`config.mk`:
```
export PLATFORM = sky130hd
export DESIGN_NAME = pwm_multi
export DESIGN_NICKNAME = d
export VERILOG_FILES = /design/src/rtl/pwm_multi.sv
export SDC_FILE = /design/constraint.sdc
export NUM_CORES = 2
export LEC_CHECK = 0
export CORE_UTILIZATION = 52
export DETAILED_ROUTE_END_ITERATION = 8
export GPL_ROUTABILITY_DRIVEN = 1
export PLACE_DENSITY = 0.68
export SLEW_MARGIN = 20
export SYNTH_ARGS = -nofsm -noshare
export SYNTH_HDL_FRONTEND = slang
export SYNTH_SLANG_ARGS = --single-unit
```
`constraint.sdc`:
```
create_clock -name clk -period 10.8 [get_ports clk]
set_input_delay 2.16 -clock clk [delete_from_list [all_inputs] [get_ports clk]]
set_output_delay 2.16 -clock clk [all_outputs]
set_load 0.03 [all_outputs]
```
`src/rtl/pwm_multi.sv`:
```
// pwm_multi -- multi-channel PWM generator with a word-addressed register file.
//
// Each channel owns a counter, ctrl bits (enable, polarity, center mode) and
// double-buffered period/duty registers. Bus writes land in shadow registers
// and are copied to the active set only at the channel's period boundary, so a
// running waveform never sees a half-updated period/duty pair.
//
// Word address = {channel, reg[2:0]}:
//   0 ctrl [0]=en [1]=polarity [2]=center   1 period hi   2 period lo
//   3 duty hi   4 duty lo   5 counter hi (RO)   6 counter lo (RO)
//   7 status [0]=update pending (RO)
//
// Ports (pwm_multi):
//   clk, reset_n     clock, asynchronous active-low reset
//   wr_en, rd_en     write / read strobes, one word per cycle
//   addr             word address
//   wr_data          write data
//   rd_data          read data, one cycle after rd_en, 0 otherwise
//   pwm_out          registered PWM output per channel
//   period_tick      one-cycle pulse per channel at each period boundary
//
// Ports (pwm_chan, one per channel):
//   wr_i/reg_i/wdata_i  decoded write for this channel
//   rdata_o             combinational readback of register reg_i
//   pwm_o, tick_o       registered channel outputs

module pwm_chan #(
   parameter int CNT_WIDTH = 32
) (
   input  logic        clk,
   input  logic        reset_n,
   input  logic        wr_i,
   input  logic [2:0]  reg_i,
   input  logic [15:0] wdata_i,
   output logic [15:0] rdata_o,
   output logic        pwm_o,
   output logic        tick_o
);
   localparam int HW = CNT_WIDTH - 16;   // live bits in the hi word

   typedef logic [CNT_WIDTH-1:0] cnt_t;

   logic en_q, pol_q, ctr_q;
   cnt_t sh_per_q, sh_duty_q, per_q, duty_q;
   cnt_t cnt_q, cnt_d;
   logic dir_q, dir_d;                   // 0 = counting up, 1 = counting down
   logic pend_q, pwm_q, tick_q;
   logic pwm_d, tick_d;
   logic per_zero, bnd, raw, commit, restart, sh_wr;

   always_comb begin
      per_zero = (per_q == '0);
      sh_wr    = wr_i && (reg_i >= 3'd1) && (reg_i <= 3'd4);
      // Toggling enable or switching mode throws the counter back to the start.
      restart  = wr_i && (reg_i == 3'd0) &&
                 ((wdata_i[0] != en_q) || (wdata_i[2] != ctr_q));
      // In center mode the counter only sits at 0 at the bottom of the down
      // slope or right after a restart, so cnt==0 alone marks the boundary.
      if (per_zero)   bnd = 1'b0;
      else if (ctr_q) bnd = (cnt_q == '0);
      else            bnd = (cnt_q == per_q - cnt_t'(1));
      // A disabled or zero-period channel has no meaningful boundary, so the
      // shadow is allowed through every cycle.
      commit   = !en_q || per_zero || bnd;
      raw      = !per_zero && (cnt_q < duty_q);
      pwm_d    = en_q ? (raw ^ pol_q) : pol_q;
      tick_d   = en_q && bnd;
   end

   always_comb begin
      cnt_d = cnt_q;
      dir_d = dir_q;
      if (restart || !en_q || per_zero) begin
         cnt_d = '0;
         dir_d = 1'b0;
      end else if (!ctr_q) begin
         // >= rather than == keeps the wrap safe if cnt ever sits past the end.
         cnt_d = (cnt_q >= per_q - cnt_t'(1)) ? '0 : cnt_q + cnt_t'(1);
      end else if (!dir_q) begin
         if (cnt_q >= per_q) begin
            dir_d = 1'b1;
            cnt_d = per_q - cnt_t'(1);
         end else begin
            cnt_d = cnt_q + cnt_t'(1);
         end
      end else begin
         if (cnt_q == '0) begin
            dir_d = 1'b0;
            cnt_d = cnt_t'(1);
         end else begin
            cnt_d = cnt_q - cnt_t'(1);
         end
      end
   end

   always_ff @(posedge clk or negedge reset_n) begin
      if (!reset_n) begin
         en_q      <= 1'b0;
         pol_q     <= 1'b0;
         ctr_q     <= 1'b0;
         sh_per_q  <= '0;
         sh_duty_q <= '0;
         per_q     <= '0;
         duty_q    <= '0;
         cnt_q     <= '0;
         dir_q     <= 1'b0;
         pend_q    <= 1'b0;
         pwm_q     <= 1'b0;
         tick_q    <= 1'b0;
      end else begin
         cnt_q  <= cnt_d;
         dir_q  <= dir_d;
         pwm_q  <= pwm_d;
         tick_q <= tick_d;
         // Commit copies the shadow as it was before this cycle's write, so a
         // write racing the boundary waits for the next one.
         if (commit) begin
            per_q  <= sh_per_q;
            duty_q <= sh_duty_q;
         end
         if (wr_i) begin
            case (reg_i)
               3'd0: {ctr_q, pol_q, en_q}          <= wdata_i[2:0];
               3'd1: sh_per_q[CNT_WIDTH-1:16]     <= wdata_i[HW-1:0];
               3'd2: sh_per_q[15:0]               <= wdata_i;
               3'd3: sh_duty_q[CNT_WIDTH-1:16]    <= wdata_i[HW-1:0];
               3'd4: sh_duty_q[15:0]              <= wdata_i;
               default: ;
            endcase
         end
         if (sh_wr)       pend_q <= 1'b1;
         else if (commit) pend_q <= 1'b0;
      end
   end

   always_comb begin
      rdata_o = '0;
      case (reg_i)
         3'd0: rdata_o[2:0]    = {ctr_q, pol_q, en_q};
         3'd1: rdata_o[HW-1:0] = sh_per_q[CNT_WIDTH-1:16];
         3'd2: rdata_o         = sh_per_q[15:0];
         3'd3: rdata_o[HW-1:0] = sh_duty_q[CNT_WIDTH-1:16];
         3'd4: rdata_o         = sh_duty_q[15:0];
         3'd5: rdata_o[HW-1:0] = cnt_q[CNT_WIDTH-1:16];
         3'd6: rdata_o         = cnt_q[15:0];
         default: rdata_o[0]   = pend_q;
      endcase
   end

   assign pwm_o  = pwm_q;
   assign tick_o = tick_q;
endmodule

module pwm_multi #(
   parameter int NUM_CH     = 4,
   parameter int CNT_WIDTH  = 32,
   parameter int DATA_WIDTH = 16,
   parameter int ADDR_WIDTH = $clog2(NUM_CH) + 3
) (
   input  logic                  clk,
   input  logic                  reset_n,
   input  logic                  wr_en,
   input  logic                  rd_en,
   input  logic [ADDR_WIDTH-1:0] addr,
   input  logic [DATA_WIDTH-1:0] wr_data,
   output logic [DATA_WIDTH-1:0] rd_data,
   output logic [NUM_CH-1:0]     pwm_out,
   output logic [NUM_CH-1:0]     period_tick
);
   // Channel field taken by shift so a single-channel build (no channel bits)
   // still elaborates; indices >= NUM_CH match no lane and read as 0.
   logic [ADDR_WIDTH-1:0]             ch_idx;
   logic [NUM_CH-1:0]                 sel;
   logic [NUM_CH-1:0][DATA_WIDTH-1:0] lane_rd;
   logic [DATA_WIDTH-1:0]             rd_mux, rd_data_d, rd_data_q;

   assign ch_idx = addr >> 3;

   for (genvar c = 0; c < NUM_CH; c++) begin : g_ch
      assign sel[c] = (ch_idx == ADDR_WIDTH'(c));
      pwm_chan #(.CNT_WIDTH(CNT_WIDTH)) u_chan (
         .clk     (clk),
         .reset_n (reset_n),
         .wr_i    (wr_en && sel[c]),
         .reg_i   (addr[2:0]),
         .wdata_i (wr_data),
         .rdata_o (lane_rd[c]),
         .pwm_o   (pwm_out[c]),
         .tick_o  (period_tick[c])
      );
   end

   always_comb begin
      rd_mux = '0;
      for (int c = 0; c < NUM_CH; c++)
         if (sel[c]) rd_mux |= lane_rd[c];
      rd_data_d = rd_en ? rd_mux : '0;
   end

   always_ff @(posedge clk or negedge reset_n) begin
      if (!reset_n) rd_data_q <= '0;
      else          rd_data_q <= rd_data_d;
   end

   assign rd_data = rd_data_q;
endmodule

```
Word-level counts from Yosys, hierarchy flattened
Cells that the tools add are included.
{"block": "totals", "register_bits": 684, "out_inout_bits": 24}
{"block": "op_classes", "addsub": 12, "n_lt_le_gt_ge": 14, "eq_ne": 21, "muxes": 81, "n_bitwise": 7, "n_reduce_logical": 94}
{"cell": "$mux 32", "count": 24}
{"cell": "$pmux 13 s6", "count": 4}
{"cell": "$ge 32x32->1", "count": 8}
{"cell": "$logic_not 32->1", "count": 8}
{"cell": "$sub 32x1->32 const B", "count": 8}
{"cell": "$add 32x1->32 const B", "count": 4}
{"cell": "$eq 32x32->1", "count": 4}
{"cell": "$lt 32x32->1", "count": 4}
{"cell": "$mux 16", "count": 5}
{"cell": "$pmux 2 s7", "count": 4}
{"cell": "$or 16x16->16", "count": 3}
{"cell": "$mux 1", "count": 40}
{"cell": "$reduce_and 2->1", "count": 20}
{"cell": "$logic_and 1x1->1", "count": 28}
{"cell": "$pmux 1 s7", "count": 4}
{"cell": "$logic_or 1x1->1", "count": 20}
{"cell": "$reduce_bool 2->1", "count": 8}
{"cell": "$eq 3x3->1 const B", "count": 3}
{"cell": "$logic_not 1->1", "count": 8}
{"cell": "$ne 1x1->1", "count": 8}
{"cell": "$eq 3x2->1 const B", "count": 2}
{"cell": "$logic_not 5->1", "count": 1}
{"cell": "$eq 2x2->1 const B", "count": 2}
{"cell": "$xor 1x1->1", "count": 4}
{"cell": "5 further kinds", "count": 5}

Logic depth before layout (Yosys ltp)
{"block": "logic_depth", "word_depth": 10, "ltp_mapped": 19, "mapped_depth_nobuf": 17}

By module
From an unflattened synthesis, not the netlist that was laid out.
{"block": "unflattened", "cells_unflattened": 4990, "area_unflattened_um2": 47006.3}
{"mod": "pwm_chan (g_ch[0].u_chan ...)", "n_inst": 3, "cells_each": 1233, "area_each_um2": 11378.4}
{"mod": "pwm_chan (g_ch[3].u_chan)", "n_inst": 1, "cells_each": 1213, "area_each_um2": 11893.9}
{"mod": "pwm_multi", "n_inst": 1, "cells_each": 78, "area_each_um2": 977.2}

Worst setup path after synthesis
No wires, ideal clock.
{"block": "synth_path", "path_kind": "input port to flip-flop", "startpoint": "input port addr[2]", "endpoint": "register g_ch[1].u_chan.sh_duty_q[10]", "setup_time_ps": 125, "t_arrival_ps": 4243, "required_ps": 10675, "slack_ps": 6432, "stages": 7, "cell_sequence": "clkbuf_1 > buf_1 > buf_2 > nand2_1 > nor2_1 > clkbuf_1 > mux2_2"}
{"block": "synth_via", "elab_chain_cells": 2}
{"element": "start, declared", "line": "164", "source": "input logic [ADDR_WIDTH-1:0] addr,"}
{"element": "$eq 3x3->1", "line": "122", "source": "case (reg_i)"}
{"element": "$reduce_and 2->1 (no line)"}
{"element": "end signal, assigned by index", "line": "126", "source": "3'd3: sh_duty_q[CNT_WIDTH-1:16] <= wdata_i[HW-1:0];"}
{"element": "end signal, assigned", "line": "127", "source": "3'd4: sh_duty_q[15:0] <= wdata_i;"}
{"element": "end, declared", "line": "44", "source": "cnt_t sh_per_q, sh_duty_q, per_q, duty_q;"}
No other way between the ends.
A chain may end at the register's enable or synchronous reset.

Worst setup path after layout
{"block": "layout_path", "startpoint": "register g_ch[1].u_chan.per_q[0]", "endpoint": "register g_ch[1].u_chan.duty_q[0]"}
{"block": "layout_via", "elab_chain_cells": 5, "elab_cells_between_ends": 7, "cone_classes": "add/sub: 1; eq/ne: 1; mux: 2; reduce/logical: 3"}
{"element": "start, declared", "line": "44"}
{"element": "start signal, assigned", "line": "118", "source": "per_q <= sh_per_q;"}
{"element": "$sub 32x1->32", "line": "61", "source": "else bnd = (cnt_q == per_q - cnt_t'(1));"}
{"element": "$eq 32x32->1", "line": "61"}
{"element": "$mux 1", "line": "60", "source": "else if (ctr_q) bnd = (cnt_q == '0);"}
{"element": "$mux 1", "line": "59", "source": "if (per_zero) bnd = 1'b0;"}
{"element": "$logic_or 1x1->1 (*)", "line": "64", "source": "commit = !en_q || per_zero || bnd;"}
{"element": "end signal, assigned", "line": "119", "source": "duty_q <= sh_duty_q;"}
{"element": "end, declared", "line": "44"}
Every way passes the cells marked *; elsewhere a longest branch is shown, timed or not.

==> impl_metrics.toml <==
[yosys]
synthesis.nets = 5380
yosysSeqAreaShare_pct = 36.6
synth_ff_type = "dfrtp_1"
async_flop_share_pct = 100
ys_ff_latch = 684
synth_edf_count = 0
netlist_instances = 4955
avgSynthCellArea_sq_um = 9.43
ys.warnings.count = 0
syn_area_sq_um = 46700
synth_cell_types = 90

[grt]
grt_max_degree = 151
grt_pass1_wl_um = 238000
first_global_vias = 38056
antenna_found_initial = 7
overflow = 0
grt_usage_pct = 34.3

[worst_setup_path]
crit_required_ps = 11340
worstPathArrival_ps = 6320
cp_max_fo = 87
crit_path_end_kind = "register"
crit_type = "reg -> reg"
worst_setup_path_start_kind = "register"

[clocking]
cts_sinks = 684
cts_buffers = 80
clk_path_buf_depth = 3
path_clk_slew_ps = 60
h-tree-depth = 3
worstSkewPairLatency_ps = 660
cts_root_buf = "clkbuf_16"
cts_tree = "yes"
cts_setup_buffers = 0
cts_resized = 0
hold_buffers = 0

[layout]
multi_input_area_sq_um = 27200
diodes = 0
final_nets = 5292
regArea_sq_um = 17100
nFillCells = 7768
most-common-layout-cells = "dfrtp_1 (684), nand2_1 (444), ha_1 (400), mux2_2 (321), inv_1 (295)"
layout-drive-gt1-share_pct = 13.7
layout_commonest_cell = "dfrtp_1"
syn_to_final_growth_pct = 9.27
postLayoutCoreUtil_pct = 57.6

[timing]
post-route-min-period_ps = 5780
finalHoldViolations = 0
post-route-period-util_pct = 53.6
setup_viol = 0
rsz0062_at_grt = "no"
tightest_slew_ps = 1250
fin_tns_setup_ps = 0
drv_slew = 0
finalClockSkew_ps = 31.1
timing.final.ws_setup_ps = 5020
relSlewSlack_pct = 16.2
fmax_ghz = 0.173

[place]
dp_slack_ps = 5140
gp_congestion = 0.972
io_buffers = 48
dp_hpwl_um = 112000

[detailed_routing]
vias = 40066
routed_via_density = 6.58
drt-wirelength-per-cell_um = 25.8
drc = 0
dr.pass1.iters = 8
wl_um = 157000
drtIter0Drc = 4471
ant_nets = 0

[power]
p_leak_nw = 22.9
power_density_nw_per_um2 = 222
vdd_drop_max_mv = 0.125

[run]
cap_viol_max_count = 0

[min_path]
hold_path_class = "reg -> reg"

[floorplanning]
dieArea_sq_um = 91100
design.core.area_sq_um = 88600
die_width_um = 302
pin_count = 49
initial_core_util_pct = 52.7
rows = 109
die_y_um = 302

[status]
status = "complete, no violations"
[layer usage]
layer	routed length, um	vias to the layer above	global-route usage [%]	part of all wire [%]
met5	21	-	0	0.013
met4	7170	4	14.7	4.6
met3	16700	423	7.02	11
met2	67400	2198	50.9	43
met1	65800	19720	48.6	42
li1	-	17721	-	-
[state kept, by name, indices dropped and copies added, names as in the netlist]
register               count
g_ch.u_chan.cnt_q        128
g_ch.u_chan.duty_q       128
g_ch.u_chan.per_q        128
g_ch.u_chan.sh_duty_q    128
g_ch.u_chan.sh_per_q     128
rd_data                   16
g_ch.u_chan.ctr_q          4
g_ch.u_chan.dir_q          4
g_ch.u_chan.en_q           4
g_ch.u_chan.pend_q         4
g_ch.u_chan.pol_q          4
g_ch.u_chan.pwm_o          4
g_ch.u_chan.tick_o         4
[stage by stage]
step	hold slack [ps]	cell area [sq um]	power, mW	instances
2_1_floorplan	445	46700	6.79	4955
3_3_place_gp	468	48100	7.96	5949
3_5_place_dp	475	48100	8.08	5950
4_1_cts	488	51100	11.2	6091
5_1_grt	504	51100	11.9	6091
6_report	485	51100	11.3	6091
[cell usage after synthesis, types with 22 or more instances]
master / number / area, sq um
and3_1: 50 / 313
nor2b_1: 22 / 138
a21o_1: 38 / 285
mux2i_1: 36 / 360
inv_1: 295 / 1110
nand2b_1: 23 / 144
mux2_1: 53 / 597
nor2_1: 284 / 1070
nand4_1: 110 / 688
or3_1: 38 / 238
and4_1: 24 / 210
mux2_2: 321 / 3610
clkbuf_1: 230 / 863
or4_1: 29 / 218
a22oi_1: 144 / 1080
dfrtp_1: 684 / 17100
o21ai_0: 272 / 1360
nor3_1: 120 / 601
a211oi_1: 40 / 300
a221oi_1: 54 / 473
mux2_4: 47 / 706
o22ai_1: 34 / 213
ha_1: 400 / 5000
a21oi_1: 211 / 1060
nor4_1: 65 / 407
xor2_1: 112 / 981
buf_2: 34 / 170
nand3_1: 117 / 586
nand2_1: 444 / 1670
xnor2_1: 218 / 1910
o21ai_1: 30 / 150
a31oi_1: 50 / 313
[where the power goes]
group	internal, mW	switching, mW	leakage [nW]
registers	3.13	0.708	8.91
logic	1.75	2.58	12.5
clock network	1.98	1.18	1.47
[cells by family (layout without fill, tap and decap cells)]
group / after synthesis / in the layout / synth area share (%)
AOI/OAI and AO/OA: 1060 / 1060 / 14.7
and+or+nand+nor: 1416 / 1416 / 15.0
muxes: 459 / 459 / 11.4
adders and majority gates: 400 / 400 / 10.7
xor gates and xnor gates: 331 / 331 / 6.22
DFF: 684 / 684 / 36.6
buffers and inverters: 605 / 576 / 5.31
[critical path: stages (launching register included)]
cell     delay, ps
dfrtp_1        410
inv_1          150
ha_1           210
nor3b_1        580
nand3_1        410
or3_1          480
or4_1          430
xnor2_1        210
inv_1           70
ha_1           270
nand4_1        110
nor3_1         320
nand3_1        150
o31a_1         350
nand3_4        370
buf_4          680
mux2_1         390
[worst paths after layout]
check                                           endpoint                startpoint  cells after the start  slack (ps)
worst max-delay path            g_ch[1].u_chan.duty_q[0]   g_ch[1].u_chan.per_q[0]                     16        5020
worst min-delay path            g_ch[0].u_chan.duty_q[4]  g_ch[0].u_chan.duty_q[4]                      1         490
worst max register to register  g_ch[1].u_chan.duty_q[0]   g_ch[1].u_chan.per_q[0]                     16        5020
worst min register to register  g_ch[0].u_chan.duty_q[4]  g_ch[0].u_chan.duty_q[4]                      1         490
max in group asynchronous       g_ch[3].u_chan.duty_q[6]                   reset_n                      3        7000
min in group asynchronous       g_ch[1].u_chan.cnt_q[28]                   reset_n                      1        1500
[final cells by class]
type                       count  share of cell area, %
clock inverter                44                   1.63
inverter                     296                   2.18
timing repair buffer         139                   2.29
sequential                   684                   33.5
tap                         1165                   2.85
multi-input combinational   3666                   53.3
clock buffer                  97                   4.24
(Power assumes the default switching activity.)
